<file path="config.mk">
export PLATFORM = sky130hd
export DESIGN_NAME = tencount_ctrl
export DESIGN_NICKNAME = d
export VERILOG_FILES = /design/src/rtl/tencount_ctrl.sv
export SDC_FILE = /design/constraint.sdc
export NUM_CORES = 1
export LEC_CHECK = 0
export CAP_MARGIN = 20
export CORE_MARGIN = 2
export CORE_UTILIZATION = 64
export DETAILED_ROUTE_END_ITERATION = 6
export PLACE_DENSITY = 0.83
export SLEW_MARGIN = 20
export SYNTH_ARGS = -nofsm -noshare
export SYNTH_HDL_FRONTEND = slang
export SYNTH_SLANG_ARGS = --single-unit
</file>
<file path="constraint.sdc">
create_clock -name clk -period 5.3 [get_ports clk]
set_input_delay 0.795 -clock clk [delete_from_list [all_inputs] [get_ports clk]]
set_output_delay 0.795 -clock clk [all_outputs]
set_load 0.02 [all_outputs]
</file>
<file path="src/rtl/tencount_ctrl.sv">
// Start/stop/clear controller for a decade counter: debounced keys drive an
// IDLE/RUN/PAUSE FSM and a prescaler that emits a count-enable every DIV cycles.

module tencount_db #(
  parameter int unsigned DB_LEN = 4
) (
  input  logic clk,
  input  logic rst,
  input  logic key_i,
  output logic press_o
);
  logic [1:0] sync_q;
  logic       acc_q, acc_dly_q;
  logic [7:0] cnt_q;

  always_ff @(posedge clk or negedge rst) begin
    if (!rst) begin
      sync_q    <= '0;
      acc_q     <= 1'b0;
      acc_dly_q <= 1'b0;
      cnt_q     <= '0;
    end else begin
      sync_q    <= {sync_q[0], key_i};
      acc_dly_q <= acc_q;
      // any cycle where the synchronized key agrees with the accepted level restarts the run
      if (sync_q[1] != acc_q) begin
        if (cnt_q == 8'(DB_LEN - 1)) begin
          acc_q <= ~acc_q;
          cnt_q <= '0;
        end else begin
          cnt_q <= cnt_q + 8'd1;
        end
      end else begin
        cnt_q <= '0;
      end
    end
  end

  assign press_o = acc_q & ~acc_dly_q;
endmodule

module tencount_ctrl #(
  parameter int unsigned DIV    = 10,
  parameter int unsigned DB_LEN = 4
) (
  input  logic clk,
  input  logic rst,
  input  logic key_ss,
  input  logic key_clr,
  input  logic co,
  input  logic stop_on_co,
  output logic en,
  output logic clr,
  output logic run
);
  localparam int unsigned NUM_KEYS = 2;
  localparam logic [1:0]  S_IDLE   = 2'd0;
  localparam logic [1:0]  S_RUN    = 2'd1;
  localparam logic [1:0]  S_PAUSE  = 2'd2;
  localparam logic [15:0] LAST     = 16'(DIV - 1);

  logic [NUM_KEYS-1:0] keys, press;
  logic                ss_p, clr_p;
  logic [1:0]          state_q, state_d;
  logic [15:0]         presc_q, presc_d;
  logic                clr_q, clr_d, run_q;

  assign keys = {key_clr, key_ss};

  genvar k;
  generate
    for (k = 0; k < NUM_KEYS; k++) begin : g_key
      tencount_db #(.DB_LEN(DB_LEN)) u_db (
        .clk    (clk),
        .rst    (rst),
        .key_i  (keys[k]),
        .press_o(press[k])
      );
    end
  endgenerate

  assign ss_p  = press[0];
  assign clr_p = press[1];
  assign en    = (state_q == S_RUN) && (presc_q == LAST);

  always_comb begin
    state_d = (state_q == S_RUN || state_q == S_PAUSE) ? state_q : S_IDLE;
    clr_d   = 1'b0;
    // clear beats a carry stop, which beats a start/stop press
    if (clr_p) begin
      state_d = S_IDLE;
      clr_d   = 1'b1;
    end else if (en && stop_on_co && co) begin
      state_d = S_IDLE;
    end else if (ss_p) begin
      state_d = (state_q == S_RUN) ? S_PAUSE : S_RUN;
    end

    // the edge leaving RUN for PAUSE holds the count, so resume continues from it
    if (state_d == S_IDLE)
      presc_d = '0;
    else if (state_q == S_RUN && state_d == S_RUN)
      presc_d = (presc_q == LAST) ? 16'd0 : presc_q + 16'd1;
    else
      presc_d = presc_q;
  end

  always_ff @(posedge clk or negedge rst) begin
    if (!rst) begin
      state_q <= S_IDLE;
      presc_q <= '0;
      clr_q   <= 1'b0;
      run_q   <= 1'b0;
    end else begin
      state_q <= state_d;
      presc_q <= presc_d;
      clr_q   <= clr_d;
      run_q   <= (state_d == S_RUN);
    end
  end

  assign clr = clr_q;
  assign run = run_q;
endmodule

</file>
Yosys cells after proc, flatten, opt, wreduce, memory -nomap -nowiden. Index checks and enable logic that the tools add are counted.

Add/sub/neg operators: 3. Equality and inequality tests: 8. Muxes and demuxes: 13. Bitwise operators: 6. Reductions and logical operators: 9.

Operators with widths (number): 16-bit 2-to-1 mux (3); 8-bit 2-to-1 mux (4); 16-bit by 1-bit adder with 16-bit output, second input constant (1); 8-bit by 1-bit adder with 8-bit output, second input constant (2); 16-bit by 4-bit == test with 1-bit output, second input constant (1); 8-bit by 2-bit == test with 1-bit output, second input constant (2); 2-bit 2-to-1 mux (5); 2-bit by 1-bit == test with 1-bit output, second input constant (2); 1-bit logical AND (4); 1-bit NOT (4); 2-bit AND reduction (2); 1-bit AND (2); 2-bit == test, second input constant (1); 2-bit logical NOT (1); 1-bit inequality test (2); 2-bit nonzero test (1); 1-bit logical OR (1); 1-bit 2-to-1 mux (1).

Register bits: 44. Input bits: 6. Output and inout port bits: 3.

Logic depth before layout (Yosys ltp). Gate-level depths: netlist (run 1).

Depth after elaboration: 10. Depth in mapped cells: 8.

Hierarchy. From an unflattened synthesis (run 1), not the netlist that was laid out.

Cells, all modules: 219. Area total of the unflattened synthesis: 2189.6 µm².

By module, submodules not included: tencount_ctrl (times used 1, cells each 127, area each 1141.1 µm², seq. area each 500.5 µm²); tencount_db (times used 2, cells each 46, area each 524.3 µm², seq. area each 300.3 µm²).

Least setup slack after synthesis (run 1). OpenSTA, ideal clock, no wires.

Path type: reg-to-output. Start point: reg presc_q[7]. End point: out en. Arrival: 1.264 ns. Required time: 4.505 ns. Slack: 3.241 ns. Stages on the path, launching flop included: 4. Path buffers: 0. Cells stage by stage: dfrtp_1 > nor4_1 > nand4_1 > nor2_1.

Word-level cells in the longest chain between the ends: 2.

Ends and longest elaborated chain: start, declared (line 65) `logic [15:0] presc_q, presc_d;`; start signal, assigned (line 116) `presc_q <= presc_d;`; 16-bit by 4-bit == test with 1-bit output (line 84) `assign en = (state_q == S_RUN) && (presc_q == LAST);`; 1-bit logical AND (line 84); end, declared (line 52) `output logic en,`.

Every way passes these cells.

Worst setup path in the final report (run 1).
Start point: reg presc_q[11]. End point: out en.

The elaborated chain is that of the path after synthesis.

==> impl_summary.log, run 1 <==
INFO  metric synth_enable_flop_cells = 0
INFO  metric finClkSkew = 5.58 ps
INFO  metric synth_sequential_area_ratio = 49.8%
INFO  metric num_vias = 1725
INFO  metric worstReg2RegStart = presc_q[11]
INFO  metric final-hold-violation-count = 0
INFO  metric leakage = 0.958 nW
INFO  metric dominantRegCellSynth = dfrtp_1
INFO  metric cts_inserted_buffers = 5
INFO  metric drt-total-wl = 4280 um
INFO  metric drtAntennaViolNets = 0
INFO  metric post_cts.repair.setup_buffers = 0
INFO  metric initial_core_util = 66.3%
INFO  metric gr-total-overflow = 0
INFO  metric max_freq = 320 MHz
INFO  metric synthArstFlopShare = 100%
INFO  metric worstHoldPathCells = 0
INFO  metric worst_r2r_path_depth = 4
INFO  metric worst_skew_pair.late_latency = 350 ps
INFO  metric power.density = 372 mW/mm^2
INFO  metric unrepaired_setup_endpoints_after_global_routing = false
INFO  metric fp.dieW = 62.8 um
INFO  metric fraction_of_final_layout_cells_sized_beyond_drive_strength_1 = 6.03%
INFO  metric grt_start_max_net_pins = 45
INFO  metric global_route.usage.met1 = 33.7%
INFO  metric cts_resized = 0
INFO  metric n_fill_cell = 254
INFO  metric maxCapViolations = 0
INFO  metric yosys_warnings = 0
INFO  metric hpwl_detailed = 3000 um
INFO  metric netlist-cell-type-count = 43
INFO  metric netlist_area = 0.00221 mm^2
INFO  metric cts_root_buf = clkbuf_4
INFO  metric global_route.usage.met2 = 39.4%
INFO  metric placeableCoreArea = 0.00334 mm^2
INFO  metric postSynthNetCount = 233
INFO  metric first_pass_grt_wire_length = 7790 um
INFO  metric timing.max_slew.rel_slack = 37.3%
INFO  metric criticalPathCategory = reg2out
INFO  metric clock_tree_from_tritoncts = built
INFO  metric drt_first_iter_violations = 135
INFO  metric nNetsFinal = 241
INFO  metric worstMarginPinSlew = 935 ps
INFO  metric placement_rows = 21
INFO  metric area_growth = 8.37%
INFO  metric design.die.area = 0.00394 mm^2
INFO  metric nature_of_the_critical_path_endpoint = output port
INFO  metric ir_drop_worst_case_vdd = 0.339 mV
INFO  metric final_max_slew_violation_count = 0
INFO  metric clock-sinks = 44
INFO  metric report.power.total = 0.000891 W
INFO  metric min-delay-path-class = reg2reg
INFO  metric first_pass_iters = 4
INFO  metric fin_setup_tns = 0 ps
INFO  metric finalWeightedCongestion = 0.887
INFO  metric die_h = 62.8 um
INFO  metric synthesized_instance_count = 223
INFO  metric grt.total_usage = 24.9%
INFO  metric ys_seq_elements = 44
INFO  metric num_antenna_cells = 0
INFO  metric critPathArrivalTime = 2330 ps
INFO  metric cts.htree.levels = 2
INFO  metric finalSetupViolations = 0
INFO  metric io_buffers = 8
INFO  metric total_i_o_pin_count = 9
INFO  metric first_global_vias = 1745
INFO  metric cts_hold_buffers = 0
INFO  metric clockBufferDepth = 2
INFO  metric post_synth.cell_area_avg = 9.92 um^2
INFO  metric drc = 0
INFO  metric vias_per_cell = 6.21
INFO  metric worst_ep_required_time = 4510 ps
INFO  metric layout_worst_path_cycle_share = 59.0%
INFO  metric run_status = finished clean
INFO  metric grt_busiest_layer = met2
INFO  metric setup.worst_path.start_class = flip-flop
INFO  metric rrSetupSlack = 2770 ps
INFO  metric crit-reg2reg-capture = run
INFO  metric antenna_found_initial = 0
INFO  metric drt-wirelength-per-cell = 15.4 um
INFO  metric clk_transition_reported_paths = 120 ps
INFO  metric hold_end = g_key[0].u_db.sync_q[1]
INFO  metric crit_fanout = 7
INFO  metric period_needed = 3130 ps
INFO  metric grtUsageMet3 = 4.32%
INFO  metric hold_path.startpoint = g_key[0].u_db.sync_q[0]
[worst max-delay path: stages (launching register included)]
cell and delay (ps):
dfrtp_1 480, nor4_1 560, nand4_1 170, nor2_1 150
clkdlybuf4s50_1 620
[power breakdown]
group          internal, W  switching [W]  leakage [nW]
Clock            0.0000989       0.000104        0.0422
Combinational    0.0000852       0.000168         0.327
Sequential        0.000388      0.0000468         0.588
Total             0.000572       0.000319         0.958
[kinds of logic after synthesis]
kind of cell | synth area share [%]
AO/OA/AOI/OAI | 11.3
XOR/XNOR | 5.94
adder cells (fa/ha/maj) | 2.26
buffers and inverters | 3.00
flip-flops | 49.8
multiplexers | 1.47
AND/OR/NAND/NOR | 26.3
[cell usage after synthesis, drive strengths merged (2+ instances only)]
cell type | n | area, um^2
o2111ai | 3 | 26.3
xor2 | 12 | 105
o21a | 2 | 15.0
or3 | 3 | 18.8
xnor2 | 3 | 26.3
and3 | 5 | 31.3
o21ai | 5 | 25.0
nand3 | 15 | 92.6
and2 | 2 | 12.5
a21oi | 4 | 20.0
ha | 4 | 50.1
o211ai | 10 | 75.1
nor4 | 5 | 31.3
nand2 | 10 | 37.5
mux2 | 2 | 22.5
nand4 | 12 | 75.1
nor2b | 2 | 12.5
inv | 10 | 37.5
or4b | 2 | 20.0
dfrtp | 44 | 1100
o31ai | 2 | 15.0
nand2b | 4 | 25.0
buf | 2 | 10.0
clkbuf | 5 | 18.8
nor2 | 27 | 101
a31oi | 4 | 25.0
nand4b | 4 | 35.0
or4 | 4 | 33.8
nor3 | 6 | 30.0
[stage by stage]
stage / cells / area [um^2] / worst slack, ps / utilization [%] / hold slack [ps]
floorplan: 223 / 2210 / 3240 / - / 331
global placement: 270 / 2320 / 2730 / 69.6 / 341
detailed placement: 270 / 2320 / 2730 / 69.6 / 341
CTS: 278 / 2400 / 2210 / 71.8 / 370
global route: 278 / 2400 / 2080 / 71.8 / 391
finish: 278 / 2400 / 2170 / 71.8 / 370
[final cells by class]
type / count / area, um^2 / area share, %
Multi-Input combinational cell: 162 / 1050 / 43.8
Clock inverter: 2 / 35.0 / 1.46
Timing Repair Buffer: 8 / 75.1 / 3.13
Tap cell: 46 / 57.6 / 2.40
Clock buffer: 6 / 41.3 / 1.72
Inverter: 10 / 37.5 / 1.57
Sequential cell: 44 / 1100 / 45.9
[layer usage]
| metal | wire length (um) | vias to the layer above | part of all wire, % |
|---|---|---|---|
| li1 | - | 834 | - |
| met1 | 1910 | 841 | 45 |
| met2 | 2100 | 40 | 49 |
| met3 | 167 | 10 | 3.9 |
| met4 | 107 | 0 | 2.5 |
| met5 | 0 | - | 0 |
[state kept, by name, summed over array words and instances, names as in the netlist]
name	flops
state_q	2
g_key.u_db.acc_dly_q	2
g_key.u_db.sync_q	4
clr	1
g_key.u_db.cnt_q	16
run	1
g_key.u_db.acc_q	2
presc_q	16
[cell usage in the layout (no fill, tap or decap), types with 3 or more instances in the layout]
cell | Yosys | final
nand3_1 | 13 | 13
a31oi_1 | 4 | 4
nor2_1 | 27 | 27
or4_1 | 3 | 3
nor3_1 | 6 | 5
nor4_1 | 5 | 5
o2111ai_1 | 3 | 3
or3_1 | 3 | 3
a21oi_1 | 4 | 4
dfrtp_1 | 44 | 44
nand2b_1 | 4 | 4
nand4b_1 | 4 | 4
o21ai_0 | 4 | 4
o211ai_1 | 10 | 10
clkdlybuf4s50_1 | 0 | 7
xor2_1 | 12 | 12
xnor2_1 | 3 | 3
nand2_1 | 10 | 10
clkbuf_4 | 0 | 5
and3_1 | 5 | 5
inv_1 | 10 | 10
ha_1 | 4 | 4
nand4_1 | 12 | 12
[worst max path at each step]
| stage | end | slack (ps) | cells after the start | start |
|---|---|---|---|---|
| global placement | en | 2730 | 4 | presc_q[7] |
| CTS | en | 2210 | 4 | presc_q[11] |
| detailed placement | en | 2730 | 4 | presc_q[12] |
| floorplan | en | 3240 | 3 | presc_q[7] |
| global route | en | 2080 | 4 | presc_q[11] |
| finish | en | 2170 | 4 | presc_q[11] |
(Power assumes the default switching activity.)
==> run 2, diff against run 1 <==
CORE_UTILIZATION = 60   (was 64)
PLACE_DENSITY = 0.79   (was 0.83)
clock period = 3.27 ns   (was 5.3 ns; I/O delays follow)
==> impl_summary.log, run 2 (synthesized netlist as in run 1, its figures left out) <==
INFO  metric cts_root_buf = clkbuf_8
INFO  metric ir_drop_worst_case_vdd = 0.430 mV (+27%)
INFO  metric drt-total-wl = 4210 um (-1.7%)
INFO  metric area_growth = 11.9%
INFO  metric n_fill_cell = 290 (+14%)
INFO  metric io_buffers = 8 (unchanged)
INFO  metric fp.dieW = 64.7 um (+3.1%)
INFO  metric clock_tree_from_tritoncts = built
INFO  metric worstMarginPinSlew = 799 ps (-136 ps)
INFO  metric grt.total_usage = 23.2% (-1.7 points)
INFO  metric critPathArrivalTime = 2200 ps (-130 ps)
INFO  metric period_needed = 2690 ps
INFO  metric reg_top3 = g_key.u_db.cnt_q (16), presc_q (16), g_key.u_db.sync_q (4)
INFO  metric crit_fanout = 7 (unchanged)
INFO  metric layout_commonest_cell = dfrtp_1
INFO  metric fraction_of_final_layout_cells_sized_beyond_drive_strength_1 = 7.23% (+1.2 points)
INFO  metric final_cell_count_no_fill = 283 (+1.8%)
INFO  metric run_status = finished clean
INFO  metric cell_count_after_placement = 274 (+1.5%)
INFO  metric maxCapViolations = 0 (unchanged)
INFO  metric worst_ep_required_time = 2780 ps (-1730 ps)
INFO  metric finClkSkew = 3.89 ps (-1.69 ps)
INFO  metric clock-sinks = 44 (unchanged)
INFO  metric cts.htree.levels = 2 (unchanged)
INFO  metric worst_path_cell_with_the_longest_stage_delay = clkdlybuf4s50_1
INFO  metric gr-total-overflow = 0 (unchanged)
INFO  metric drt_first_iter_violations = 115 (-15%)
INFO  metric clockBufferDepth = 2 (unchanged)
INFO  metric preCtsSetupSlack = 976 ps (-1750 ps)
INFO  metric layout.core_utilization = 68.6% (-3.2 points)
INFO  metric leakage = 0.995 nW (+3.9%)
INFO  metric clk_transition_reported_paths = 80 ps (-40 ps)
INFO  metric drt-wirelength-per-cell = 14.9 um (-3.4%)
INFO  metric mostFrequentLayoutCells = dfrtp_1, nor2_1, nand3_1
INFO  metric total_i_o_pin_count = 9 (unchanged)
INFO  metric unrepaired_setup_endpoints_after_global_routing = false
INFO  metric postLayoutSetupSlackWorst = 583 ps (-1590 ps)
INFO  metric placeableCoreArea = 0.00361 mm^2 (+8.1%)
INFO  metric antenna_found_initial = 0 (unchanged)
INFO  metric worst_skew_pair.late_latency = 300 ps (-50 ps)
INFO  metric nNetsFinal = 244 (+1.2%)
INFO  metric first_pass_iters = 4 (unchanged)
INFO  metric fin_setup_tns = 0 ps (unchanged)
INFO  metric cts_resized = 0 (unchanged)
INFO  metric layout_worst_path_cycle_share = 82.2%
INFO  metric critical_path.cell_chain = nor4_1, nand4_1, nor2_1, clkdlybuf4s50_1
INFO  metric grt_start_max_net_pins = 45 (unchanged)
INFO  metric design.die.area = 0.00419 mm^2 (+6.2%)
INFO  metric rrSetupSlack = 930 ps (-1840 ps)
INFO  metric drc = 0 (unchanged)
INFO  metric die_h = 64.7 um (+3.1%)
INFO  metric final-hold-violation-count = 0 (unchanged)
INFO  metric slowest_delay = 610 ps (about the same)
INFO  metric nature_of_the_critical_path_endpoint = output port
INFO  metric cts_inserted_buffers = 5 (unchanged)
INFO  metric placement_rows = 22 (+4.8%)
INFO  metric initial_core_util = 61.3% (-4.9 points)
INFO  metric post_cts.repair.setup_buffers = 0 (unchanged)
INFO  metric first_pass_grt_wire_length = 7320 um (-6.0%)
INFO  metric num_antenna_cells = 0 (unchanged)
INFO  metric first_global_vias = 1634 (-6.4%)
INFO  metric vias_per_cell = 6.03 (-2.8%)
INFO  metric hpwl_detailed = 2810 um (-6.2%)
INFO  metric final_max_slew_violation_count = 0 (unchanged)
INFO  metric drtAntennaViolNets = 0 (unchanged)
INFO  metric num_vias = 1706 (-1.1%)
INFO  metric power.density = 633 mW/mm^2 (+70%)
INFO  metric max_freq = 372 MHz
INFO  metric finalSetupViolations = 0 (unchanged)
INFO  metric finalWeightedCongestion = 0.796 (-10%)
INFO  metric setup.worst_path.start_class = flip-flop
INFO  metric min-delay-path-class = in2async
INFO  metric cts_hold_buffers = 0 (unchanged)
INFO  metric criticalPathCategory = reg2out
INFO  metric timing.max_slew.rel_slack = 46.4% (+9.0 points)
[run 2: power by group]
part	total (W)	switching, W	internal (W)
sequential	0.000710	0.0000812	0.000629
combinational	0.000417	0.000271	0.000146
clock	0.000440	0.000190	0.000250
total	0.00157	0.000543	0.00102
[run 2: per-stage QoR]
| step | hold slack, ps | cell area, um^2 | total power, W |
|---|---|---|---|
| global route | 57.0 | 2470 | 0.00166 |
| detailed placement | 336 | 2330 | 0.00114 |
| floorplan | 195 | 2210 | 0.000999 |
| finish | 50.9 | 2470 | 0.00157 |
| global placement | 333 | 2330 | 0.00113 |
| CTS | 353 | 2450 | 0.00158 |
[run 2: critical path: cells and delay by family, from the launching register on]
| kind | cells | cell delay [ps] |
|---|---|---|
| AND/OR/NAND/NOR | 3 | 830 |
| buffers and inverters | 1 | 610 |
| flip-flops | 1 | 450 |
[run 2: worst paths after layout]
path | from | end | cells after the start
min | rst | run | 1
max in group asynchronous | rst | g_key[0].u_db.cnt_q[3] | 2
max | presc_q[7] | en | 4
min reg2reg | g_key[0].u_db.sync_q[0] | g_key[0].u_db.sync_q[1] | 0
max reg2reg | presc_q[7] | presc_q[5] | 4
min in group clk | g_key[0].u_db.sync_q[0] | g_key[0].u_db.sync_q[1] | 0
[run 2: final cells by class]
class	count	area, um^2	area share [%]
flip-flops and latches	44	1100	44.5
multi-input cells	162	1040	42.2
repair buffers	11	110	4.45
clock buffers	6	82.6	3.34
well taps	48	60.1	2.43
clock inverters	2	38.8	1.57
inverters	10	37.5	1.52
[run 2: routing by layer]
metal / vias to the layer above / part of all wire (%) / GRT usage (%)
li1: 844 / - / -
met1: 816 / 45 / 28.9
met2: 40 / 49 / 38.0
met3: 6 / 4.5 / 6.25
met4: 0 / 1.6 / 10.1
met5: - / 0 / 0
==> run 3, diff against run 2 <==
CORE_UTILIZATION = 54   (was 60)
PLACE_DENSITY = 0.75   (was 0.79)
clock period = 2.3 ns   (was 3.27 ns; I/O delays follow)
==> impl_summary.log, run 3 (synthesized netlist as in run 1, its figures left out) <==
INFO  metric criticalPathCategory = reg2out
INFO  metric timing.max_slew.rel_slack = 64.1% (+18 points)
INFO  metric n_fill_cell = 330 (+14%)
INFO  metric run_status = finished clean
INFO  metric maxCapViolations = 0 (unchanged)
INFO  metric unrepaired_setup_endpoints_after_global_routing = false
INFO  metric finalWeightedCongestion = 0.789 (-0.85%)
INFO  metric worstReg2RegStart = presc_q[1]
INFO  metric mostFrequentLayoutCells = dfrtp_1, nor2_1, nand3_1
INFO  metric layout_commonest_cell = dfrtp_1
INFO  metric hpwl_detailed = 3210 um (+14%)
INFO  metric finalSetupViolations = 0 (unchanged)
INFO  metric area_growth = 12.8%
INFO  metric leakage = 1.01 nW (+1.7%)
INFO  metric clockBufferDepth = 2 (unchanged)
INFO  metric nature_of_the_critical_path_endpoint = output port
INFO  metric p_int = 0.00135 W (+32%)
INFO  metric postLayoutSetupSlackWorst = 183 ps (-400 ps)
INFO  metric nNetsFinal = 251 (+2.9%)
INFO  metric net_switching_power = 0.000775 W (+43%)
INFO  metric worst_path_cell_with_the_longest_stage_delay = dfrtp_1
INFO  metric crit-reg2reg-capture = presc_q[9]
INFO  metric placement_rows = 23 (+4.5%)
INFO  metric io_buffers = 8 (unchanged)
INFO  metric total_i_o_pin_count = 9 (unchanged)
INFO  metric worstPathBufferInverterCount = 1 (unchanged)
INFO  metric worst_r2r_path_depth = 7 (+3)
INFO  metric cts_inserted_buffers = 5 (unchanged)
INFO  metric critPathArrivalTime = 1770 ps (-430 ps)
INFO  metric finClkSkew = 4.82 ps (+0.929 ps)
INFO  metric cell_count_after_placement = 284 (+3.6%)
INFO  metric first_pass_grt_wire_length = 8020 um (+9.6%)
INFO  metric slowest_delay = 460 ps (-150 ps)
INFO  metric cts_root_buf = clkbuf_8
INFO  metric drt-total-wl = 4600 um (+9.4%)
INFO  metric max_freq = 472 MHz
INFO  metric crit_fanout = 7 (unchanged)
INFO  metric final_max_slew_violation_count = 0 (unchanged)
INFO  metric power_switching_share = 36.4% (+1.8 points)
INFO  metric drt_first_iter_violations = 154 (+34%)
INFO  metric period_needed = 2120 ps
INFO  metric post_cts.repair.setup_buffers = 0 (unchanged)
INFO  metric fin_setup_tns = 0 ps (unchanged)
INFO  metric final_cell_count_no_fill = 291 (+2.8%)
INFO  metric worst_skew_pair.late_latency = 300 ps (about the same)
INFO  metric first_pass_iters = 4 (unchanged)
INFO  metric register_share_of_total_power = 47.4% (+2.1 points)
INFO  metric rrSetupSlack = 250 ps (-680 ps)
INFO  metric setup.worst_path.start_class = flip-flop
INFO  metric critPathTopFamily = simple AND/OR/NAND/NOR gates
INFO  metric antenna_found_initial = 0 (unchanged)
INFO  metric critical_path.cell_chain = nor4_2, nand4_1, nor2_1, dlygate4sd2_1
INFO  metric gr-total-overflow = 0 (unchanged)
INFO  metric worst_ep_required_time = 1960 ps (-820 ps)
INFO  metric num_antenna_cells = 0 (unchanged)
INFO  metric worstMarginPinSlew = 538 ps (-261 ps)
INFO  metric min-delay-path-class = in2async
INFO  metric cts.htree.levels = 2 (unchanged)
INFO  metric p_comb_share = 30.9% (+4.3 points)
INFO  metric first_global_vias = 1757 (+7.5%)
INFO  metric reg_top3 = g_key.u_db.cnt_q (16), presc_q (16), g_key.u_db.sync_q (4)
INFO  metric clock_tree_from_tritoncts = built
INFO  metric vias_per_cell = 6.09 (+0.96%)
INFO  metric layout_worst_path_cycle_share = 92.0%
INFO  metric power.density = 852 mW/mm^2 (+35%)
INFO  metric design.die.area = 0.00462 mm^2 (+10%)
INFO  metric die_h = 68.0 um (+5.1%)
INFO  metric num_vias = 1771 (+3.8%)
INFO  metric clock_power_share = 21.6% (-6.5 points)
INFO  metric final-hold-violation-count = 0 (unchanged)
INFO  metric ir_drop_worst_case_vdd = 0.590 mV (+37%)
INFO  metric fp.dieW = 68.0 um (+5.1%)
INFO  metric drtAntennaViolNets = 0 (unchanged)
INFO  metric initial_core_util = 55.7% (-5.6 points)
INFO  metric drt-wirelength-per-cell = 15.8 um (+6.4%)
INFO  metric report.power.total = 0.00213 W (+36%)
INFO  metric drc = 0 (unchanged)
INFO  metric grt.total_usage = 23.3% (+0.13 points)
INFO  metric clock-sinks = 44 (unchanged)
INFO  metric preCtsSetupSlack = 199 ps (-777 ps)
INFO  metric clk_transition_reported_paths = 80 ps (about the same)
INFO  metric placeableCoreArea = 0.00397 mm^2 (+10%)
INFO  metric grt_start_max_net_pins = 25 (-44%)
INFO  metric fraction_of_final_layout_cells_sized_beyond_drive_strength_1 = 10.8% (+3.6 points)
run 3: worst register-to-register path, stage by stage, from the launching register on:
cell and delay, ps:
dfrtp_1 440, inv_1 80, ha_1 180, and3b_1 190, nand4_1 330, buf_4 230
or4b_1 430, o211ai_1 100
run 3: final cells by class:
cell class	count	area, um^2	area share [%]
Multi-Input combinational cell	162	1060	42.6
Inverter	10	37.5	1.50
Tap cell	50	62.6	2.51
Sequential cell	44	1100	44.1
Timing Repair Buffer	18	149	5.97
Clock inverter	2	12.5	0.502
Clock buffer	5	68.8	2.76
run 3: how the worst max path moves through the flow:
| stage | slack, ps | depth (start not counted) | from | end |
|---|---|---|---|---|
| 6_report | 180 | 4 | presc_q[11] | en |
| 5_1_grt | 30 | 4 | presc_q[11] | en |
| 4_1_cts | 230 | 6 | presc_q[1] | en |
| 3_5_place_dp | 200 | 4 | presc_q[11] | en |
| 3_3_place_gp | 230 | 4 | presc_q[12] | en |
| 2_1_floorplan | 410 | 6 | g_key[1].u_db.acc_q | presc_q[11] |
run 3: power groups by stage:
stage	sequential [W]	combinational, W	clock [W]
floorplan	0.00101	0.000408	0
global placement	0.00101	0.000643	0
detailed placement	0.00102	0.000654	0
CTS	0.00101	0.000658	0.000476
global route	0.00103	0.000740	0.000502
finish	0.00101	0.000658	0.000460
run 3: repair_timing:
item                                    in CTS  in global routing
hold buffers                                 0                  0
gates resized for setup                      4                  0
endpoints found under the setup margin       1                  0
run 3: stage by stage:
| stage | area [um^2] | hold WS (ps) | utilization, % |
|---|---|---|---|
| final | 2490 | 19.2 | 62.8 |
| after global routing | 2490 | 51.8 | 62.8 |
| after CTS | 2490 | 30.4 | 62.8 |
| after detailed placement | 2400 | 344 | 60.3 |
| after global placement | 2400 | 334 | 60.3 |
| after floorplan | 2210 | 49.4 | - |
run 3: routing by layer:
layer | wire length (um) | GRT usage [%]
met1 | 2120 | 28.6
met3 | 135 | 6.74
met4 | 79 | 9.50
met5 | 0 | 0
met2 | 2270 | 38.6
